--- config.mk ---
export PLATFORM = sky130hd
export DESIGN_NAME = bullet_collision_scanner
export DESIGN_NICKNAME = d
export VERILOG_FILES = /design/src/rtl/bullet_pkg.sv /design/src/rtl/aabb_overlap.sv /design/src/rtl/bullet_collision_scanner.sv
export SDC_FILE = /design/constraint.sdc
export NUM_CORES = 1
export LEC_CHECK = 0
export CORE_MARGIN = 4
export CORE_UTILIZATION = 46
export CTS_CLUSTER_SIZE = 8
export DETAILED_ROUTE_END_ITERATION = 8
export PLACE_DENSITY = 0.86
export SKIP_CTS_REPAIR_TIMING = 1
export SLEW_MARGIN = 20
export SYNTH_ARGS = -nofsm -noshare
export SYNTH_HDL_FRONTEND = slang
export SYNTH_SLANG_ARGS = --single-unit
--- constraint.sdc ---
create_clock -name clk -period 2 [get_ports clk]
set_input_delay 0.4 -clock clk [delete_from_list [all_inputs] [get_ports clk]]
set_output_delay 0.4 -clock clk [all_outputs]
set_load 0.05 [all_outputs]
--- src/rtl/bullet_pkg.sv ---
// Shared definitions for the bullet table, collision scanner and renderer:
// color codes, packed pos/size field slices and the scanner state encoding.
package bullet_pkg;

  typedef enum logic [1:0] {
    COLOR_WHITE = 2'd0,
    COLOR_GREEN = 2'd1,
    COLOR_BLUE  = 2'd2,
    COLOR_RSVD  = 2'd3
  } color_e;

  // pos = {x, y}, size = {width, height}
  localparam int X_HI = 15;
  localparam int X_LO = 8;
  localparam int Y_HI = 7;
  localparam int Y_LO = 0;
  localparam int W_HI = 15;
  localparam int W_LO = 8;
  localparam int H_HI = 7;
  localparam int H_LO = 0;

  typedef enum logic [2:0] {
    ST_IDLE,
    ST_SET,
    ST_CHECK,
    ST_COLLIDE,
    ST_DONE
  } scan_state_e;

  typedef enum logic [1:0] {
    EFF_NONE,
    EFF_DAMAGE,
    EFF_HEAL
  } effect_e;

endpackage

--- src/rtl/aabb_overlap.sv ---
// Combinational axis-aligned box overlap test on two packed {x,y}/{w,h} boxes.
// Edge sums are 9 bits wide so boxes near 255 never wrap around.
module aabb_overlap
  import bullet_pkg::*;
(
  input  logic [15:0] a_pos,
  input  logic [15:0] a_size,
  input  logic [15:0] b_pos,
  input  logic [15:0] b_size,
  output logic        overlap
);

  logic [8:0] ax_end, bx_end, ay_end, by_end;
  logic       x_ov, y_ov, nonzero;

  always_comb begin
    ax_end  = {1'b0, a_pos[X_HI:X_LO]} + {1'b0, a_size[W_HI:W_LO]};
    bx_end  = {1'b0, b_pos[X_HI:X_LO]} + {1'b0, b_size[W_HI:W_LO]};
    ay_end  = {1'b0, a_pos[Y_HI:Y_LO]} + {1'b0, a_size[H_HI:H_LO]};
    by_end  = {1'b0, b_pos[Y_HI:Y_LO]} + {1'b0, b_size[H_HI:H_LO]};
    x_ov    = ({1'b0, b_pos[X_HI:X_LO]} < ax_end) && ({1'b0, a_pos[X_HI:X_LO]} < bx_end);
    y_ov    = ({1'b0, b_pos[Y_HI:Y_LO]} < ay_end) && ({1'b0, a_pos[Y_HI:Y_LO]} < by_end);
    // A degenerate box would otherwise still pass the strict-inequality test.
    nonzero = (|a_size[W_HI:W_LO]) && (|a_size[H_HI:H_LO]) &&
              (|b_size[W_HI:W_LO]) && (|b_size[H_HI:H_LO]);
    overlap = nonzero && x_ov && y_ov;
  end

endmodule

--- src/rtl/bullet_collision_scanner.sv ---
// Sweeps the bullet table once per start pulse, tests each active bullet against
// the heart box, clears hit bullets and applies damage/heal to player HP.
module bullet_collision_scanner
  import bullet_pkg::*;
#(
  parameter int NUM_BULLETS  = 8,
  parameter int MAX_HP       = 20,
  parameter int DAMAGE       = 4,
  parameter int HEAL         = 2,
  parameter int INVULN_SCANS = 30
) (
  input  logic        clk,
  input  logic        reset,
  input  logic        start,
  input  logic [15:0] player_pos,
  input  logic [15:0] player_size,
  input  logic        player_moving,
  input  logic [15:0] bullet_pos,
  input  logic [15:0] bullet_size,
  input  logic [1:0]  bullet_color,
  input  logic        bullet_render,
  output logic [2:0]  bullet_index,
  output logic        is_collide,
  output logic [7:0]  hp,
  output logic        hit,
  output logic        scan_done,
  output logic        dead
);

  localparam logic [2:0] LAST_IDX   = 3'(NUM_BULLETS - 1);
  localparam logic [7:0] MAX_HP_C   = 8'(MAX_HP);
  localparam logic [7:0] DAMAGE_C   = 8'(DAMAGE);
  localparam logic [8:0] HEAL_C     = 9'(HEAL);
  localparam logic [7:0] INVULN_C   = 8'(INVULN_SCANS);

  scan_state_e state_q, state_d;
  effect_e     eff_q, eff_d;
  logic [2:0]  idx_q, idx_d;
  logic [7:0]  hp_q, hp_d;
  logic [7:0]  invuln_q, invuln_d;
  logic        inv_set_q, inv_set_d;
  logic        is_collide_q, is_collide_d;
  logic        hit_q, hit_d;
  logic        scan_done_q, scan_done_d;
  logic        dead_q, dead_d;

  logic        overlap;
  effect_e     eff_now;
  logic        advance;
  logic [8:0]  heal_sum;

  aabb_overlap u_aabb (
    .a_pos   (player_pos),
    .a_size  (player_size),
    .b_pos   (bullet_pos),
    .b_size  (bullet_size),
    .overlap (overlap)
  );

  always_comb begin
    eff_now = EFF_NONE;
    if (bullet_render && overlap && !dead_q && (hp_q != 8'd0)) begin
      unique case (color_e'(bullet_color))
        COLOR_WHITE: if (invuln_q == 8'd0) eff_now = EFF_DAMAGE;
        COLOR_BLUE:  if (invuln_q == 8'd0 && player_moving) eff_now = EFF_DAMAGE;
        COLOR_GREEN: eff_now = EFF_HEAL;
        default:     eff_now = EFF_NONE;
      endcase
    end
  end

  always_comb begin
    state_d      = state_q;
    eff_d        = eff_q;
    idx_d        = idx_q;
    hp_d         = hp_q;
    invuln_d     = invuln_q;
    inv_set_d    = inv_set_q;
    is_collide_d = 1'b0;
    hit_d        = 1'b0;
    scan_done_d  = 1'b0;
    dead_d       = (hp_q == 8'd0);
    advance      = 1'b0;
    heal_sum     = {1'b0, hp_q} + HEAL_C;

    unique case (state_q)
      ST_IDLE: begin
        if (start && !dead_q) begin
          state_d   = ST_SET;
          idx_d     = 3'd0;
          inv_set_d = 1'b0;
        end
      end
      ST_SET: state_d = ST_CHECK;
      ST_CHECK: begin
        if (eff_now != EFF_NONE) begin
          state_d      = ST_COLLIDE;
          eff_d        = eff_now;
          is_collide_d = 1'b1;
        end else begin
          advance = 1'b1;
        end
      end
      ST_COLLIDE: begin
        if (eff_q == EFF_DAMAGE) begin
          hp_d      = (hp_q > DAMAGE_C) ? hp_q - DAMAGE_C : 8'd0;
          hit_d     = 1'b1;
          invuln_d  = INVULN_C;
          inv_set_d = 1'b1;
        end else if (eff_q == EFF_HEAL) begin
          hp_d = (heal_sum > {1'b0, MAX_HP_C}) ? MAX_HP_C : heal_sum[7:0];
        end
        advance = 1'b1;
      end
      ST_DONE: begin
        scan_done_d = 1'b1;
        // The scan that armed invulnerability does not consume one of its scans.
        if (invuln_q != 8'd0 && !inv_set_q) invuln_d = invuln_q - 8'd1;
        state_d = ST_IDLE;
      end
      default: state_d = ST_IDLE;
    endcase

    if (advance) begin
      if (idx_q == LAST_IDX) begin
        state_d = ST_DONE;
      end else begin
        idx_d   = idx_q + 3'd1;
        state_d = ST_SET;
      end
    end
  end

  always_ff @(posedge clk or posedge reset) begin
    if (reset) begin
      state_q      <= ST_IDLE;
      eff_q        <= EFF_NONE;
      idx_q        <= 3'd0;
      hp_q         <= MAX_HP_C;
      invuln_q     <= 8'd0;
      inv_set_q    <= 1'b0;
      is_collide_q <= 1'b0;
      hit_q        <= 1'b0;
      scan_done_q  <= 1'b0;
      dead_q       <= 1'b0;
    end else begin
      state_q      <= state_d;
      eff_q        <= eff_d;
      idx_q        <= idx_d;
      hp_q         <= hp_d;
      invuln_q     <= invuln_d;
      inv_set_q    <= inv_set_d;
      is_collide_q <= is_collide_d;
      hit_q        <= hit_d;
      scan_done_q  <= scan_done_d;
      dead_q       <= dead_d;
    end
  end

  assign bullet_index = idx_q;
  assign is_collide   = is_collide_q;
  assign hp           = hp_q;
  assign hit          = hit_q;
  assign scan_done    = scan_done_q;
  assign dead         = dead_q;

endmodule

# After elaboration in Yosys (flattened, before gate mapping)
# Cells that the tools add are included.
# totals
regBits	29
# op_classes
add_sub_neg	8
n_lt_le_gt_ge	6
n_eq_ne	15
n_mux	30
reduce_logical	34
# ops
op	count
8-bit two-way mux	6
8-bit by 8-bit adder with 9-bit output	4
8-bit by 9-bit less-than comparator with 1-bit output	4
8-bit OR reduction	4
3-bit two-way mux	8
8-bit zero test	2
8-bit one-hot mux with 2 select lines	1
8-bit nonzero test	2
1-bit logical AND	13
3-bit one-hot mux with 4 select lines	1
1-bit two-way mux	10
8-bit by 2-bit adder with 9-bit output (second input constant)	1
9-bit by 5-bit greater-than comparator with 1-bit output (second input constant)	1
3-bit AND reduction	3
8-bit by 3-bit greater-than comparator with 1-bit output (second input constant)	1
2-bit inequality test (second input constant)	4
2-bit nonzero test	4
8-bit by 1-bit subtractor with 8-bit output (second input constant)	1
8-bit by 3-bit subtractor with 8-bit output (second input constant)	1
3-bit by 2-bit == test with 1-bit output (second input constant)	2
3-bit == test (second input constant)	2
3-bit inequality test (second input constant)	2
2-bit one-hot mux with 3 select lines	1
2-bit by 1-bit == test with 1-bit output (second input constant)	2
other kinds (9)	13

# Logic depth before layout (Yosys ltp)
# depth
depth_word	15
depth_mapped	16
ltp_nobuf	16

# Modules after synthesis
# Synthesis repeated with hierarchy kept, for this count alone.
# unflattened
hier_cells	410
area_unflattened_um2	3653.5
# modules_own_cells
module	n_inst	cells_per_inst	area_each_um2	seq_area_each_um2
aabb_overlap	1	231	1870.5	0.0
bullet_collision_scanner	1	179	1783.0	703.2

# Least setup slack after synthesis
# OpenSTA, ideal clock, no wires.
# synth_timing
path_kind	in2reg
from	input bullet_pos[0]
to	register eff_q[0]
t_arrival_ns	3.438
slack_ns	-1.563
stages	13
n_path_buf	0
path_cell_list	ha_1 -> fa_1 -> a21oi_1 -> o21ai_0 -> o21a_1 -> nor2_1 -> xor2_1 -> ha_1 -> a2111o_1 -> o311ai_0 -> o32ai_1 -> or3_4 -> mux2_4
# synth_via
elab_chain_cells	10
word_cells_on_any_way	11
# synth_lines
element	line	source
start: declaration	bullet_collision_scanner.sv:18	input logic [15:0] bullet_pos,
8-bit by 8-bit adder with 9-bit output	aabb_overlap.sv:20	by_end = {1'b0, b_pos[Y_HI:Y_LO]} + {1'b0, b_size[H_HI:H_LO]};
8-bit by 9-bit less-than comparator with 1-bit output	aabb_overlap.sv:22	y_ov = ({1'b0, b_pos[Y_HI:Y_LO]} < ay_end) && ({1'b0, a_pos[Y_HI:Y_LO]} < by_end);
1-bit logical AND (*)	aabb_overlap.sv:22	
1-bit logical AND (*)	aabb_overlap.sv:26	overlap = nonzero && x_ov && y_ov;
1-bit logical AND (*) (3 in a row)	bullet_collision_scanner.sv:62	if (bullet_render && overlap && !dead_q && (hp_q != 8'd0)) begin
2-bit two-way mux (*)	bullet_collision_scanner.sv:62	
2-bit nonzero test	bullet_collision_scanner.sv:96	if (eff_now != EFF_NONE) begin
2-bit AND reduction (no line)	--	
end signal: assignment	bullet_collision_scanner.sv:137	eff_q <= EFF_NONE;
end signal: assignment	bullet_collision_scanner.sv:148	eff_q <= eff_d;
end: declaration	bullet_collision_scanner.sv:37	effect_e eff_q, eff_d;
# Every way passes the cells marked *; elsewhere a longest branch is shown, timed or not.
# A chain may end at the register's enable or synchronous reset.

# Final worst setup path
# layout_timing
from	input bullet_size[0]
to	register state_q[0]
# layout_via
elab_chain_cells	13
word_cells_on_any_way	19
# layout_lines
element	line	source
start: declaration	bullet_collision_scanner.sv:19	input logic [15:0] bullet_size,
8-bit by 8-bit adder with 9-bit output / 8-bit OR reduction (equally long branches)	aabb_overlap.sv:20, aabb_overlap.sv:25	
8-bit by 9-bit less-than comparator with 1-bit output / 1-bit logical AND (equally long branches)	aabb_overlap.sv:22, aabb_overlap.sv:25	
1-bit logical AND, on equally long branches	aabb_overlap.sv:22, aabb_overlap.sv:26	
1-bit logical AND (*)	aabb_overlap.sv:26	
1-bit logical AND (*) (3 in a row)	bullet_collision_scanner.sv:62	
2-bit two-way mux (*)	bullet_collision_scanner.sv:62	
2-bit nonzero test (*)	bullet_collision_scanner.sv:96	
1-bit two-way mux	bullet_collision_scanner.sv:96	
1-bit one-hot mux with 2 select lines	bullet_collision_scanner.sv:86	unique case (state_q)
3-bit inequality test (no line) / 2-bit inequality test (equally long branches)	--	
3-bit AND reduction (no line)	--	
end signal: assignment	bullet_collision_scanner.sv:147	state_q <= state_d;
end: declaration	bullet_collision_scanner.sv:36	scan_state_e state_q, state_d;
# Marked as above.

==> summary.txt <==
Yosys
  • Most used DFF post-synth: dfrtp_1
  • Sequential cell area fraction in the yosys report: 0.2035
  • Number of distinct library cells after synthesis: 53
  • Warnings, synthesis: 0
  • Syn avg cell area: 8.512 µm²
  • #FFs+latches synth: 28
  • Post-synth EDFFs: 0
  • Post-Syn Nets: 552
  • Share of flip-flops with an asynchronous set or reset: 1.000
  • Synthesized area: 0.003456 mm²
  • Cells after synthesis: 406

Clocking
  • Clk root buf: clkbuf_8
  • H-tree depth: 1
  • Maximum root-to-sink buffer count: 2
  • CTS tree: yes
  • Clock sink count: 28
  • TritonCTS Buffers: 3
  • Clock Pin Slew Worst Setup and Hold Paths: 0.10 ns
  • Clock latency on the worst-skew pair: 0.28 ns

Global route
  • Largest net degree at the start of global routing: 29
  • Number of global-route vias before repair: 4122
  • First-pass GRT wire length: 18.22 mm
  • Total gr overflow: 0
  • GRT Total Usage: 0.2514
  • Initial antenna violation count: 1

Placed design
  • DP Area: 0.005245 mm²
  • Pre-CTS setup slack: -2.118 ns
  • IO buf count: 84
  • GP Congestion: 0.8972
  • DP Wirelength: 9.332 mm

Power
  • Final Power: 2.106 mW
  • Leakage: 2.892 nW
  • PD cells: 369.1 mW/mm²
  • Peak VDD IR: 0.2033 mV

Routing
  • Pre-antenna DRT Iters: 7
  • Remaining DRCs: 0
  • Via count: 4157
  • DRT antenna net count: 0
  • Vias per Instance: 5.922
  • Total Wirelength: 13.14 mm
  • Initial drt markers: 282
  • Routed wire length per instance: 18.72 µm

Die
  • Initial Utilization: 0.4739
  • IO Count: 86
  • Die X: 94.68 µm
  • Core footprint: 0.007292 mm²
  • Num rows: 31
  • Die ar.: 0.008963 mm²
  • Die H: 94.68 µm

Setup path
  • WP data required: 2.19 ns
  • Worst-path fanout max: 3
  • Critical path class: primary input to register
  • Startpoint class of the critical path: primary input
  • Worst reg2reg path startpoint: hp[2]
  • Critical path arrival: 3.82 ns
  • Crit end category: register
  • Crit path launch: bullet_size[0]

Timing
  • Final hold vios: 0
  • Pins Over Slew Limit: 0
  • Worst clock skew: 0.003130 ns
  • Tcrit/Tclk final: 1.814
  • Slew @ Worst Pin: 0.6836 ns
  • Final worst-path setup slack: -1.628 ns
  • Relative slew slack: 0.5442
  • Max Fclk: 0.2756 GHz
  • RSZ-0062 raised after global routing: true
  • Final min period: 3.628 ns
  • Total negative slack: -13.96 ns
  • Final Setup Violations: 12

Cells and area
  • Commonest non-fill, non-tap cells in the layout: buf_4 (115), ha_1 (59), clkdlybuf4s50_1 (50), nor2_1 (29), nand2_1 (29)
  • Share of layout cells above drive strength 1: 0.3239
  • Leading cell type in the layout, fill and taps excluded: buf_4
  • # fillers: 442
  • Area grow syn2layout: 65.13%
  • Post-Layout Inst Area: 0.005707 mm²
  • Nets: 749

Hold path
  • Min-delay worst type: primary input to asynchronous set/reset pin

Run status
  • Status: complete, but fails checks
  • Failing checks: setup timing

Job
  • Max-Cap Viols: 0
==> logic make-up after synthesis <==
logic type | count (synthesis) | synth area share
compound gates | 120 | 0.2259
xor+xnor | 26 | 0.06589
fa+ha+maj | 75 | 0.2802
buf+inv | 33 | 0.03729
flops | 28 | 0.2035
mux | 5 | 0.01593
other cells | 1 | 0.001085
simple gates | 118 | 0.1702
==> Yosys cell counts, drive strengths merged (2+ instances only) <==
library cell,count,share of area
ha,71,0.26
a21oi,32,0.046
nor2,31,0.034
inv,30,0.033
nand2,30,0.033
o21ai,30,0.043
dfrtp,26,0.19
xnor2,14,0.035
nor4,12,0.022
xor2,12,0.030
a21o,11,0.024
nand3,9,0.013
nor3,8,0.012
o21a,8,0.017
nand2b,7,0.013
o21bai,7,0.015
o31a,6,0.015
nor2b,5,0.0091
a211oi,4,0.0087
fa,4,0.023
mux2i,4,0.012
or3,4,0.010
and3,3,0.0069
nand4,3,0.0054
o211ai,3,0.0080
o31ai,3,0.0065
a211o,2,0.0051
buf,2,0.0036
dfstp,2,0.015
nor3b,2,0.0043
o22ai,2,0.0036
o311ai,2,0.0051
==> sequential cells by signal (all words and copies together) (netlist names) <==
name and flops:
inv_set_q 1, state_q 3, hit 1, scan_done 1
bullet_index 3, invuln_q 8, is_collide 1, eff_q 2
hp 7, dead 1
==> worst max-delay path, cell delays in order <==
cell	delay, ns
buf_8	0.10
ha_4	0.16
fa_2	0.36
a21oi_2	0.18
o21ai_2	0.08
o21a_1	0.21
nor2_2	0.14
xor2_1	0.19
ha_1	0.29
a2111o_1	0.48
nor2_1	0.18
nor2_1	0.10
o311ai_2	0.09
o32ai_2	0.16
or3_4	0.42
a311oi_2	0.28
==> per-stage QoR <==
| step | instances | hold slack [ns] | utilization |
|---|---|---|---|
| 2_1_floorplan | 406 | 0.4583 | - |
| 3_3_place_gp | 688 | 0.4553 | 0.7193 |
| 3_5_place_dp | 688 | 0.4594 | 0.7193 |
| 4_1_cts | 692 | 0.4724 | 0.7268 |
| 5_1_grt | 702 | 0.5079 | 0.7826 |
| 6_report | 702 | 0.4760 | 0.7826 |
==> worst paths after layout <==
path,to,slack [ns],cells after the start
worst max-delay path,state_q[0],-1.63,16
worst min-delay path,hp[5],0.48,3
worst max register to register,eff_q[0],-0.33,7
worst min register to register,dead,0.48,1
max in group asynchronous,hp[2],1.21,3
min in group clk,dead,0.48,1
==> power breakdown <==
group          internal (mW)  switching [mW]  leakage (nW)
Combinational          0.617           0.565          2.51
Sequential             0.566               0         0.354
Clock                  0.177           0.182        0.0288
Total                   1.36           0.747          2.89
==> routing by layer <==
layer  track usage  vias to the layer above  wire [µm]
met5             0                        -          0
met4       0.09375                        0        901
met1        0.2711                     1961       4576
li1              -                     1889          -
met2        0.4991                      224       6938
met3       0.02151                       83        723
==> area by class of cell <==
class	instances	area (µm²)	share of cell area
timing repair buffer	195	1735	0.3041
sequential	28	710.7	0.1245
clock buffer	4	55.05	0.009647
inverter	30	112.6	0.01973
antenna	1	2.502	0.0004385
tap	99	123.9	0.02171
multi-input combinational	345	2967	0.5198
Note: power is estimated with default switching activity, not from simulation.
